File: config.mk
export PLATFORM = sky130hd
export DESIGN_NAME = ccff_readback_ctrl
export DESIGN_NICKNAME = d
export VERILOG_FILES = /design/src/rtl/ccff_readback_ctrl.sv
export SDC_FILE = /design/constraint.sdc
export NUM_CORES = 1
export LEC_CHECK = 0
export CAP_MARGIN = 25
export CORE_AREA = 4 4 67 69
export DETAILED_ROUTE_END_ITERATION = 16
export DIE_AREA = 0 0 71 73
export HOLD_SLACK_MARGIN = 0.12
export PLACE_DENSITY = 0.83
export REMOVE_ABC_BUFFERS = 1
export SYNTH_ARGS = -nofsm -noshare
export SYNTH_HDL_FRONTEND = slang
export SYNTH_SLANG_ARGS = --single-unit
export TNS_END_PERCENT = 5
File: constraint.sdc
create_clock -name prog_clk -period 2.9 [get_ports prog_clk]
set_clock_uncertainty 0.1 [all_clocks]
set_input_delay 0.58 -clock prog_clk [delete_from_list [all_inputs] [get_ports prog_clk]]
set_output_delay 0.58 -clock prog_clk [all_outputs]
set_load 0.05 [all_outputs]
File: src/rtl/ccff_readback_ctrl.sv
// Configuration-chain readback: rotates the chain once through ccff_tail -> ccff_head
// and streams the captured bits out as WORD_W-bit words (first bit in bit 0).
module ccff_readback_ctrl #(
  parameter int CHAIN_LEN = 64,
  parameter int WORD_W    = 8,
  parameter int CNT_W     = 16
) (
  input  logic              prog_clk,
  input  logic              pReset_n,
  input  logic              start,
  input  logic              ccff_tail,
  output logic              ccff_head,
  output logic              chain_shift_en,
  output logic [WORD_W-1:0] rd_data,
  output logic              rd_valid,
  input  logic              rd_ready,
  output logic              busy,
  output logic              done
);

  localparam int IDX_W = $clog2(WORD_W + 1);
  localparam logic [IDX_W-1:0] IDX_FULL  = IDX_W'(WORD_W);
  localparam logic [CNT_W-1:0] BITS_INIT = CNT_W'(CHAIN_LEN);

  typedef enum logic [1:0] {IDLE, SHIFT, DRAIN, DONE} state_t;

  state_t            state, state_nxt;
  logic [CNT_W-1:0]  bits_left;
  logic [IDX_W-1:0]  idx;
  logic [WORD_W-1:0] capture;
  logic              cap_full, out_free, xfer;

  // A partial last word counts as full once the chain is exhausted; its upper bits are already zero.
  assign cap_full  = (idx == IDX_FULL) || ((bits_left == '0) && (idx != '0));
  assign out_free  = !rd_valid || rd_ready;
  assign xfer      = cap_full && out_free && ((state == SHIFT) || (state == DRAIN));
  assign ccff_head = busy ? ccff_tail : 1'b0;

  always_comb begin
    state_nxt      = state;
    busy           = 1'b0;
    done           = 1'b0;
    chain_shift_en = 1'b0;
    case (state)
      IDLE: begin
        if (start) state_nxt = SHIFT;
      end
      SHIFT: begin
        busy           = 1'b1;
        chain_shift_en = (bits_left != '0) && (!cap_full || out_free);
        if (bits_left == '0) state_nxt = DRAIN;
      end
      DRAIN: begin
        busy = 1'b1;
        if ((idx == '0) && out_free) state_nxt = DONE;
      end
      DONE: begin
        done      = 1'b1;
        state_nxt = IDLE;
      end
      default: state_nxt = IDLE;
    endcase
  end

  always_ff @(posedge prog_clk) begin
    if (!pReset_n) begin
      state     <= IDLE;
      bits_left <= '0;
      idx       <= '0;
      capture   <= '0;
      rd_data   <= '0;
      rd_valid  <= 1'b0;
    end else begin
      state <= state_nxt;
      if ((state == IDLE) && start) begin
        bits_left <= BITS_INIT;
        idx       <= '0;
        capture   <= '0;
      end
      if (chain_shift_en) bits_left <= bits_left - 1'b1;

      // Word transfer and a fresh capture into bit 0 share the same edge.
      if (xfer) begin
        rd_data  <= capture;
        rd_valid <= 1'b1;
        if (chain_shift_en) begin
          capture <= WORD_W'(ccff_tail);
          idx     <= IDX_W'(1);
        end else begin
          capture <= '0;
          idx     <= '0;
        end
      end else begin
        if (rd_valid && rd_ready) rd_valid <= 1'b0;
        if (chain_shift_en) begin
          for (int i = 0; i < WORD_W; i++) begin
            if (idx == IDX_W'(i)) capture[i] <= ccff_tail;
          end
          idx <= idx + 1'b1;
        end
      end
    end
  end

endmodule

==> results.cfg <==
[finish]
num-nets-final = 297
synthesis_to_layout_area_growth_pct = 19.7
final_cells = 333
layout.cells.most_common_list = 39 x sky130_fd_sc_hd__dfxtp_1, 31 x sky130_fd_sc_hd__nand2_1, 22 x sky130_fd_sc_hd__o21ai_0
final_layout_size_suffix_gt1_share_pct = 13.8
finalCoreUtilization_pct = 64.6
antenna_cells = 0
fill_cells = 342
most_common_cell_after_layout_fill_and_taps_aside = sky130_fd_sc_hd__dfxtp_1

[timing]
setup_viol_count_final = 0
tightestPinTransition_ns = 1.06
final.setup.tns_ns = 0
timing_max_transition_violations_final = 0
period_minus_slack_ns = 2.80
fmax_mhz = 357
finalHoldViolations = 0
fin_crit_sh_pct = 96.6
timing.max_slew.rel_slack_pct = 28.6
setup_ws_post_layout_ns = 0.0987
rsz0062_at_grt = false

[routing]
drt-total-wl_um = 5100
remaining_drc_errors = 0
final_antenna_net_count = 0
dr.first_iter.drc_count = 185
avgRoutedWirePerCell_um = 15.3
vias_per_cell = 6.08
dr.pass1.iters = 4
dr_total_vias = 2023

[synthesis]
most_area_hungry_cell_type_in_the_yosys_netlist = sky130_fd_sc_hd__dfxtp_1
synth_top_cells_by_area = sky130_fd_sc_hd__dfxtp_1 37%, sky130_fd_sc_hd__ha_1 5.9%, sky130_fd_sc_hd__nand2_1 5.5%
syn-instance-count = 259
synth_seq_area_share_pct = 37.0
synth_edf_count = 0
synthesis.area_sq_mm = 0.00211
dominantRegCellSynth = sky130_fd_sc_hd__dfxtp_1
synth-async-reset-ratio_pct = 0
synthDistinctLibCells = 52
post-synth-top-area-fraction_pct = 37.0
yosys_register_bits = 39
average_cell_area_after_synthesis_sq_um = 8.15
yosys_warnings = 0

[floorplan]
floorplan.die_area_sq_mm = 0.00518
floorplan.die.width_um = 71
boundaryPins = 18
core_area_sq_mm = 0.00391
die_h_um = 73
fp-row-count = 23
initial_core_util_pct = 54.0

[global_route]
grt_max_degree = 18
grt_pass1_wl_um = 8480
grt_pass1_vias = 1873
total_routing_usage_gr_pct = 20.5
grt_remaining_overflow = 0
antenna_found_initial = 0

[clock_network]
clock_tree_from_tritoncts = yes
cts_hold_buffers = 0
insertion_delay_ns = 0.29
numCtsBuffers = 5
cts.clk_slew.worst_paths_ns = 0.08
clock_tree.root_cell = sky130_fd_sc_hd__clkbuf_8
cts_max_level = 2
clock-sinks = 39
ctsLongestPathBuffers = 2

[placement]
cell_count_after_placement = 325
routability_congestion = 0.939
pre_cts_ws_ns = 0.206
dp_hpwl_um = 3550
numPortBuffers = 17

[critical_path]
worstPathMaxFanout = 6
critical_path_arrival_ns = 2.12
setup.worst_path.start_class = flip-flop
worstSetupEndpointType = output port
critical_path_required_ns = 2.22
setup.worst_path.class = flip-flop to output port

[run]
cap_violations = 0

[power]
power_density_mw_per_mm2 = 1300
vdd_ir_drop_max_v = 0.00104
p_leak_nw = 0.950

[hold_path]
worst_hold_check_path_type = flip-flop to flip-flop

[outcome]
status = finished clean
cells by family (layout without fill, tap and decap cells):
| logic type | after synthesis | in the layout | share of synthesized area, % |
|---|---|---|---|
| buffers and inverters | 28 | 52 | 6.22 |
| XOR/XNOR | 3 | 3 | 1.24 |
| AND/OR/NAND/NOR | 113 | 113 | 29.2 |
| adder cells (fa/ha/maj) | 10 | 10 | 5.92 |
| flip-flops | 39 | 39 | 37.0 |
| AO/OA/AOI/OAI | 66 | 66 | 20.4 |
layout make-up:
type / count / area, sq um / share of cell area (%)
well taps: 50 / 62.6 / 2.48
inverters: 14 / 52.6 / 2.08
multi-input cells: 192 / 1220 / 48.3
clock inverters: 3 / 67.6 / 2.67
clock buffers: 5 / 68.8 / 2.72
repair buffers: 30 / 275 / 10.9
flip-flops and latches: 39 / 781 / 30.9
worst paths after layout:
check                                 start                      end  slack (ns)  cells past startpoint
setup / recovery  bits_left[1]$_SDFFE_PN0P_           chain_shift_en         0.1                      7
hold / removal      rd_data[0]$_SDFFE_PN0P_  rd_data[0]$_SDFFE_PN0P_        0.35                      2
setup reg to reg  bits_left[1]$_SDFFE_PN0P_    capture[0]$_SDFF_PN0_        0.30                      7
hold reg to reg     rd_data[0]$_SDFFE_PN0P_  rd_data[0]$_SDFFE_PN0P_        0.35                      2
layer usage:
metal  part of all wire [%]  global-route usage (%)
met1                     44                    24.5
met2                     50                    35.9
met3                    5.6                    4.55
met4                    1.1                    7.72
met5                      0                       0
registers in the layout, indices dropped and copies added, names as in the netlist:
signal	cells
bits_left	16
capture	8
idx	4
rd_data	8
rd_valid	1
state	2
cells in the mapped netlist (7+ instances only):
master and count:
sky130_fd_sc_hd__nor2_1 7, sky130_fd_sc_hd__nand4_1 11, sky130_fd_sc_hd__o21ai_0 22, sky130_fd_sc_hd__dfxtp_1 39, sky130_fd_sc_hd__nand3_1 19, sky130_fd_sc_hd__nand2_1 31, sky130_fd_sc_hd__a21oi_1 15, sky130_fd_sc_hd__clkbuf_1 8
sky130_fd_sc_hd__ha_1 10, sky130_fd_sc_hd__inv_1 14
power breakdown:
group	internal, mW	total, mW	switching [mW]
sequential	0.663	0.810	0.147
combinational	0.760	1.92	1.16
clock	0.343	0.547	0.204
per-stage QoR:
stage / total power, mW / hold WS, ns / cell area [sq um]
floorplan: 2.09 / 0.334 / 2030
global placement: 2.59 / 0.337 / 2370
detailed placement: 2.64 / 0.347 / 2370
CTS: 3.22 / 0.358 / 2510
global route: 3.49 / 0.380 / 2530
finish: 3.27 / 0.353 / 2530
critical path, cell delays in order, from the launching register on:
cell and delay [ns]:
sky130_fd_sc_hd__dfxtp_1 0.31, sky130_fd_sc_hd__inv_1 0.12, sky130_fd_sc_hd__ha_4 0.17, sky130_fd_sc_hd__or4b_4 0.47, sky130_fd_sc_hd__o41a_1 0.40, sky130_fd_sc_hd__nand2_1 0.11
sky130_fd_sc_hd__inv_1 0.06, sky130_fd_sc_hd__buf_4 0.18
timing repair:
action	4_1_cts	5_1_grt
setup endpoints to repair	1	1
pin swaps	0	0
setup buffers	0	0
gates resized for setup	2	3
No activity file was read; power rests on OpenSTA's default activity.
